===== src/rtl/eth_10g_mac_tx_pause_timer.sv =====
// TX pause timer: counts down received pause quanta and holds the TX stream at frame boundaries.
// Optional `ETH_10G_TX_PAUSE_STATS_EN adds a saturating pause_req_count output.
module eth_10g_mac_tx_pause_timer #(
  parameter int unsigned QUANTA_CYCLES = 8,
  parameter int unsigned DATA_W        = 64,
  parameter int unsigned EMPTY_W       = 3
) (
  input  logic               clk,
  input  logic               reset,
  input  logic               pause_valid,
  input  logic [15:0]        pause_data,
  input  logic               in_valid,
  input  logic [DATA_W-1:0]  in_data,
  input  logic               in_startofpacket,
  input  logic               in_endofpacket,
  input  logic [EMPTY_W-1:0] in_empty,
  output logic               in_ready,
  output logic               out_valid,
  output logic [DATA_W-1:0]  out_data,
  output logic               out_startofpacket,
  output logic               out_endofpacket,
  output logic [EMPTY_W-1:0] out_empty,
  input  logic               out_ready,
  output logic               pause_active
`ifdef ETH_10G_TX_PAUSE_STATS_EN
  ,
  output logic [15:0]        pause_req_count
`endif
);

  localparam logic [7:0] SUB_LAST = 8'(QUANTA_CYCLES - 1);

  logic [15:0] quanta_cnt_q, quanta_cnt_d;
  logic [7:0]  sub_cnt_q, sub_cnt_d;
  logic        pause_active_q, pause_active_d;
  logic        in_frame_q, in_frame_d;
  logic        gate_open;
  logic        beat_accept;

  // A frame already in flight is never cut; only a fresh sop waits for the timer.
  assign gate_open         = !pause_active_q || in_frame_q;
  assign out_valid         = in_valid && gate_open;
  assign in_ready          = out_ready && gate_open;
  assign out_data          = in_data;
  assign out_startofpacket = in_startofpacket;
  assign out_endofpacket   = in_endofpacket;
  assign out_empty         = in_empty;
  assign pause_active      = pause_active_q;
  assign beat_accept       = in_valid && in_ready;

  always_comb begin
    quanta_cnt_d = quanta_cnt_q;
    sub_cnt_d    = sub_cnt_q;
    if (pause_valid) begin
      quanta_cnt_d = pause_data;
      sub_cnt_d    = 8'd0;
    end else if (quanta_cnt_q != 16'd0) begin
      if (sub_cnt_q == SUB_LAST) begin
        sub_cnt_d    = 8'd0;
        quanta_cnt_d = quanta_cnt_q - 16'd1;
      end else begin
        sub_cnt_d = sub_cnt_q + 8'd1;
      end
    end
    // Registered copy of (quanta_cnt != 0), so it tracks the counter edge-for-edge.
    pause_active_d = (quanta_cnt_d != 16'd0);
  end

  always_comb begin
    in_frame_d = in_frame_q;
    if (beat_accept) begin
      if (in_endofpacket) begin
        in_frame_d = 1'b0;
      end else if (in_startofpacket) begin
        in_frame_d = 1'b1;
      end
    end
  end

  always_ff @(posedge clk) begin
    if (reset) begin
      quanta_cnt_q   <= 16'd0;
      sub_cnt_q      <= 8'd0;
      pause_active_q <= 1'b0;
      in_frame_q     <= 1'b0;
    end else begin
      quanta_cnt_q   <= quanta_cnt_d;
      sub_cnt_q      <= sub_cnt_d;
      pause_active_q <= pause_active_d;
      in_frame_q     <= in_frame_d;
    end
  end

`ifdef ETH_10G_TX_PAUSE_STATS_EN
  logic [15:0] req_cnt_q, req_cnt_d;

  always_comb begin
    req_cnt_d = req_cnt_q;
    if (pause_valid && (pause_data != 16'd0) && (req_cnt_q != 16'hFFFF)) begin
      req_cnt_d = req_cnt_q + 16'd1;
    end
  end

  always_ff @(posedge clk) begin
    if (reset) begin
      req_cnt_q <= 16'd0;
    end else begin
      req_cnt_q <= req_cnt_d;
    end
  end

  assign pause_req_count = req_cnt_q;
`endif

endmodule


===== config.mk =====
export PLATFORM = sky130hd
export DESIGN_NAME = eth_10g_mac_tx_pause_timer
export DESIGN_NICKNAME = d
export VERILOG_FILES = /design/src/rtl/eth_10g_mac_tx_pause_timer.sv
export SDC_FILE = /design/constraint.sdc
export NUM_CORES = 1
export LEC_CHECK = 0
export ABC_AREA = 1
export CORE_MARGIN = 2
export CORE_UTILIZATION = 24
export CTS_CLUSTER_SIZE = 8
export DETAILED_ROUTE_END_ITERATION = 6
export HOLD_SLACK_MARGIN = 0.15
export PLACE_DENSITY = 0.56
export SETUP_SLACK_MARGIN = 0.3
export SYNTH_ARGS = -nofsm -noshare
export SYNTH_HDL_FRONTEND = slang
export SYNTH_SLANG_ARGS = --single-unit

===== constraint.sdc =====
create_clock -name clk -period 2.4 [get_ports clk]
set_input_delay 0.36 -clock clk [delete_from_list [all_inputs] [get_ports clk]]
set_output_delay 0.36 -clock clk [all_outputs]
set_load 0.01 [all_outputs]

==> results of run 1 <==
## what timing repair did
item                                    in CTS  in global routing
buffers inserted                             0                  4
endpoints found under the setup margin       0                  2
hold buffers                                 0                  0
resized for setup                            0                 10
## layout make-up
class,instances,area share [%]
multi-input cells,223,50.2
clock buffers,3,1.75
well taps,133,7.04
flip-flops and latches,26,22.1
inverters,31,4.92
repair buffers,35,14.0
## registers in the layout, summed over array words and instances, names as in the netlist
register      count
pause_active      1
sub_cnt_q         8
in_frame_q        1
quanta_cnt_q     16
## cells in the final DEF, fill, tap and decap left out, types with 2 or more instances in the layout
cell             netlist  routed
a21oi_1               14      14
buf_4                 69       8
clkbuf_8               0       3
clkdlybuf4s50_1        0      27
dfxtp_1               26      24
dfxtp_2                0       2
ha_1                   3       2
inv_1                 30      29
inv_2                  1       2
nand2_1               83      83
nand2_2                5       5
nand2_8                0       2
nand3_1               23      23
nand3_2                9       9
nand4_1                9       9
nor2_1                39      37
nor2_2                 7       8
nor2_4                 5       6
nor3b_1                2       2
o21ai_0                5       5
or2_2                  4       4
xnor2_1                2       2
## logic make-up after synthesis
kind of cell,after synthesis,synth area share [%]
AND/OR/NAND/NOR,192,40.4
buffers and inverters,107,28.9
flip-flops,26,22.2
AO/OA/AOI/OAI,24,5.71
XOR/XNOR,3,1.12
adder cells (fa/ha/maj),3,1.60
## stage by stage
step           power [W]  worst slack [ps]
4_1_cts         0.000985               316
3_5_place_dp    0.000723               334
3_3_place_gp    0.000722               400
2_1_floorplan   0.000753               687
6_report         0.00100               372
5_1_grt          0.00106               278
## worst reg2reg max path: cells and delay by family (launching register included)
kind	cells	cell delay (ps)
simple gates	11	1290
flops	1	360
fa+ha+maj	1	190
## power breakdown
part / leakage [nW] / internal (W) / total (W) / switching (W)
sequential: 0.214 / 0.000451 / 0.000471 / 0.0000196
combinational: 0.791 / 0.000115 / 0.000269 / 0.000154
clock: 0.0216 / 0.000113 / 0.000261 / 0.000148
## how the worst max path moves through the flow
| stage | cells past startpoint | to | slack, ps |
|---|---|---|---|
| 2_1_floorplan | 14 | pause_active$_SDFF_PP0_ | 690 |
| 3_3_place_gp | 10 | pause_active$_SDFF_PP0_ | 400 |
| 3_5_place_dp | 3 | out_valid | 330 |
| 4_1_cts | 3 | out_valid | 320 |
| 5_1_grt | 12 | pause_active$_SDFF_PP0_ | 280 |
| 6_report | 3 | in_ready | 370 |
## per-layer routing
metal,share of wire (%),GRT usage (%),wire length [um],vias to the layer above
met4,1.5,3.64,77,0
met3,6.8,2.03,336,17
met5,0,0,0,-
met1,46,12.0,2310,840
li1,-,-,-,977
met2,45,15.8,2250,55
## Yosys cell counts (all sizes together)
| library cell | number | share of area (%) |
|---|---|---|
| nand2 | 90 | 16 |
| buf | 73 | 23 |
| nor2 | 51 | 11 |
| nand3 | 32 | 8.8 |
| inv | 31 | 5.0 |
| dfxtp | 26 | 22 |
| a21oi | 14 | 3.0 |
| nand4 | 10 | 2.9 |
| o21ai | 5 | 1.1 |
| or2 | 4 | 1.1 |
| clkbuf | 3 | 0.48 |
| ha | 3 | 1.6 |
| a21boi | 2 | 0.64 |
| nor3 | 2 | 0.64 |
| nor3b | 2 | 0.64 |
| xnor2 | 2 | 0.75 |
| a21o | 1 | 0.32 |
| a31o | 1 | 0.37 |
| and3 | 1 | 0.27 |
| o21bai | 1 | 0.32 |
| xor2 | 1 | 0.37 |
==> summary.md, run 1 <==
| Metric | Value |
|---|---|
| IO buf count | `27` |
| CTS Buf Count | `3` |
| Worst hold path type | `register to register` |
| Core Area | `9640 sq um` |
| Tot GR Track Use | `9.50%` |
| Reg area | `523 sq um` |
| Mean Syn Cell Area | `6.60 sq um` |
| Reg clk slew, reported paths | `90 ps` |
| CP Buf/Inv Count | `2` |
| Chip width | `103 um` |
| Crit-path max cell delay | `590 ps` |
| Area grow syn2layout | `0.854%` |
| Sequential fraction of the synthesis area | `22.2%` |
| DP Area | `2250 sq um` |
| Gpl congestion | `0.906` |
| Sink Count | `26` |
| Reg2reg setup slack | `460 ps` |
| Diode count | `0` |
| # IOs | `162` |
| Layout Nets | `413` |
| CP most frequent cell | `clkdlybuf4s50_1` |
| Vias | `1889` |
| Hold Startpoint | `in_frame_q$_SDFFE_PP0P_` |
| Num rows | `36` |
| Number of synthesized register bits | `26` |
| # setup viols final | `0` |
| H-tree depth | `1` |
| Peak supply drop | `0.000217 V` |
| Crit path DAT | `1670 ps` |
| Min Tclk post-route | `2030 ps` |
| Grt ovf | `0` |
| Worst-path fanout max | `2` |
| DRT Pass-1 Iters | `5` |
| Total of max-cap violations | `0` |
| Detail Route Antenna Nets | `0` |
| Starting Density | `24.3%` |
| Hold slack | `475 ps` |
| Reg-to-reg endpoint | `pause_active$_SDFF_PP0_` |
| Pwr dens | `424 nW/um^2` |
| Worst slew pin tran | `302 ps` |
| Max Slew Vio Count | `0` |
| CTS tree | `done` |
| Crit Reg-Reg Startpoint | `sub_cnt_q[0]$_SDFFE_PP0N_` |
| Pin count of the biggest net entering global routing | `28` |
| Critical Path RT | `2040 ps` |
| Worst setup path category | `input pin to output port` |
| Final Instance Count excl. Fillers | `451` |
| Drt total wl | `4970 um` |
| Layout Skew | `4.03 ps` |
| Net count after synthesis | `448` |
| Root buffer cell | `clkbuf_8` |
| Fin crit share | `84.5%` |
| RSZ-0062 raised after global routing | `true` |
| Worst-Skew Late Latency | `280 ps` |
| DRC viols | `0` |
| Number of global-route vias before repair | `1810` |
| Hold path depth | `2` |
| Die area | `10600 sq um` |
| Worst setup path start | `out_ready` |
| Leakage | `1.03 nW` |
| Die Ht | `103 um` |
| Post-DP HPWL | `3780 um` |
| Crit-path leading delay family | `buffers and inverters` |
| Post-Synthesis Cells | `355` |
| CP endpoint kind | `output port` |
| DP Cell Count | `443` |
| Starting DRT DRC Count | `98` |
| Fillers | `1102` |
| Layout cells sized above 1 | `17.0%` |
| Vias per cell | `4.19` |
| Synth warn | `0` |
| Multi-input gate area | `1190 sq um` |
| Drt wl/cell | `11.0 um` |
| Setup TNS | `0 ps` |
| Cell Chain, Critical Path | `clkdlybuf4s50_1 -> a21boi_0 -> clkdlybuf4s50_1` |
| Slowest cell on the critical path | `clkdlybuf4s50_1` |
| First-pass GRT wire length | `8090 um` |
| Outcome | `finished, final reports clean` |
| Post-layout util | `24.5%` |
| Max clock buf depth | `2` |
| Reg2Reg Depth | `12` |
| Synthesized cell area | `2340 sq um` |
| Final hold vios | `0` |
| Slew HR | `79.7%` |
| Initial antenna violation count | `0` |
| Final instance area | `2360 sq um` |
| Fmax | `493 MHz` |
| Library cells used by synthesis | `31` |
| Element type at the critical path start | `input pin` |
| WHS Endpoint | `in_frame_q$_SDFFE_PP0P_` |
Power figures use the tool's default switching activity.
==> inputs of run 2 (changes only) <==
- clock period: 2.4 -> 2.08 ns (I/O delays scaled with it)
==> summary.md, run 2 (same netlist as run 1, synthesis figures left out) <==
| Metric | Value |
|---|---|
| Initial antenna violation count | `0` |
| Slowest cell on the critical path | `dfxtp_2` |
| Layout Nets | `428` |
| Die area | `10600 sq um` |
| Starting Density | `24.3%` |
| Setup TNS | `0 ps` |
| DRT Pass-1 Iters | `4` |
| Worst-Skew Late Latency | `280 ps` |
| Grt ovf | `0` |
| Diode count | `0` |
| Fmax | `528 MHz` |
| Total of max-cap violations | `0` |
| Crit path DAT | `2070 ps` |
| Fin crit share | `91.1%` |
| DRC viols | `0` |
| H-tree depth | `1` |
| Chip width | `103 um` |
| # IOs | `162` |
| Element type at the critical path start | `register` |
| # setup viols final | `0` |
| Top reg by flops | `quanta_cnt_q` |
| Reg2Reg Depth | `14` |
| Root buffer cell | `clkbuf_8` |
| Worst path depth | `14` |
| Most common cell after layout, fill and taps aside | `nand2_1` |
| Area grow syn2layout | `8.49%` |
| Peak supply drop | `0.000225 V` |
| Num rows | `36` |
| Max clock buf depth | `2` |
| First-pass GRT wire length | `8420 um` |
| IO buf count | `27` |
| Worst-path fanout max | `6` |
| Reg clk slew, reported paths | `100 ps` |
| Setup WS post-layout | `186 ps` |
| Post-DP HPWL | `3870 um` |
| Starting DRT DRC Count | `83` |
| Dpl ws | `-37.7 ps` |
| Number of global-route vias before repair | `1906` |
| Pwr dens | `485 nW/um^2` |
| Crit-path leading delay family | `simple AND/OR/NAND/NOR gates` |
| Min Tclk post-route | `1890 ps` |
| DP Cell Count | `446` |
| Outcome | `finished, final reports clean` |
| Vias per cell | `4.19` |
| Drt wl/cell | `11.3 um` |
| Sink Count | `26` |
| CTS Buf Count | `3` |
| Leakage | `1.14 nW` |
| Final Instance Count excl. Fillers | `467` |
| Drt total wl | `5280 um` |
| Crit Reg-Reg Startpoint | `sub_cnt_q[1]$_SDFFE_PP0N_` |
| Layout cells sized above 1 | `27.2%` |
| Core Area | `9640 sq um` |
| Cell Chain, Critical Path | `ha_2 -> nand2_1 -> nor2_2 -> nand2_4 -> nor2_4 -> nand3_2 -> nand3_2 -> nand2_1 -> nor2_1 -> nand2_1 -> nor2_2 -> nand2_2 -> nor2_1 -> nor2_1` |
| Worst setup path start | `sub_cnt_q[1]$_SDFFE_PP0N_` |
| CP endpoint kind | `register` |
| Max Slew Vio Count | `0` |
| RSZ-0062 raised after global routing | `true` |
| Hold path depth | `2` |
| CTS tree | `done` |
| Top Registers | `quanta_cnt_q x16, sub_cnt_q x8` |
| CP Buf/Inv Count | `0` |
| Vias | `1955` |
| Crit-path max cell delay | `350 ps` |
| Hold Startpoint | `in_frame_q$_SDFFE_PP0P_` |
| Critical Path RT | `2260 ps` |
| Final hold vios | `0` |
| Tot Pwr | `0.00123 W` |
| Gpl congestion | `0.849` |
| Worst slew pin tran | `313 ps` |
| Number of flip-flops in the largest register | `16` |
| Slew HR | `79.1%` |
| Pin count of the biggest net entering global routing | `19` |
| Die Ht | `103 um` |
| Layout Skew | `5.09 ps` |
| Worst hold path type | `register to register` |
| Tot GR Track Use | `9.74%` |
| Most frequent cells in the layout | `nand2_1 (78), nor2_1 (33), inv_1 (28)` |
| Detail Route Antenna Nets | `0` |
| Worst setup path category | `register to register` |
| CTS Hold Bufs | `0` |
## run 2: cell count changes in the layout (fill, tap and decap cells not counted), moves of 2 or more
cell / delta
nand2_4: +2
nor2_4: +3
dfxtp_2: +8
dlygate4sd2_1: +2
nand2_1: -5
nor2_2: +2
clkdlybuf4s50_1: -2
buf_4: +12
dfxtp_1: -8
nor2_1: -4
nand2_8: -2
nand2_2: +6
## run 2: repair_timing
| action | in CTS | in global routing |
|---|---|---|
| setup endpoints to repair | 4 | 4 |
| gates resized for setup | 7 | 30 |
| cloned | 1 | 2 |
| buffers inserted | 3 | 11 |
| pin swaps | 4 | 13 |
## run 2: metal layers
layer / wire [um] / up-vias / share of wire (%) / GRT usage, %
li1: - / 1008 / - / -
met1: 2500 / 882 / 47 / 12.4
met2: 2410 / 53 / 46 / 17.1
met3: 336 / 12 / 6.4 / 1.83
met4: 32 / 0 / 0.61 / 2.23
met5: 0 / - / 0 / 0
## run 2: per-stage QoR
| stage | hold WS, ps | instance area (sq um) | util [%] |
|---|---|---|---|
| 3_5_place_dp | 471 | 2270 | 23.6 |
| 4_1_cts | 487 | 2370 | 24.5 |
| 3_3_place_gp | 456 | 2270 | 23.6 |
| 6_report | 477 | 2540 | 26.4 |
| 2_1_floorplan | 437 | 2340 | - |
| 5_1_grt | 533 | 2540 | 26.4 |
## run 2: worst paths after layout
kind                              to  slack, ps
max          pause_active$_SDFF_PP0_        190
max reg2reg  pause_active$_SDFF_PP0_        190
min          in_frame_q$_SDFFE_PP0P_        480
min reg2reg  in_frame_q$_SDFFE_PP0P_        480
## run 2: layout make-up
type / instances / area (sq um)
Inverter: 31 / 119
Tap cell: 133 / 166
Multi-Input combinational cell: 225 / 1240
Timing Repair Buffer: 48 / 429
Clock buffer: 4 / 55.1
Fill cell: 1092 / 7100
Sequential cell: 26 / 533
## run 2: worst min-delay path, delay by kind of cell (launching register included)
| kind | cells | cell delay, ps |
|---|---|---|
| buf+inv | 1 | 70 |
| flops | 1 | 310 |
| compound gates | 1 | 60 |
## run 2: power by group
| group | switching, W | internal (W) | leakage [nW] |
|---|---|---|---|
| sequential | 0.0000249 | 0.000523 | 0.217 |
| clock | 0.000177 | 0.000170 | 0.0288 |
| combinational | 0.000186 | 0.000155 | 0.893 |
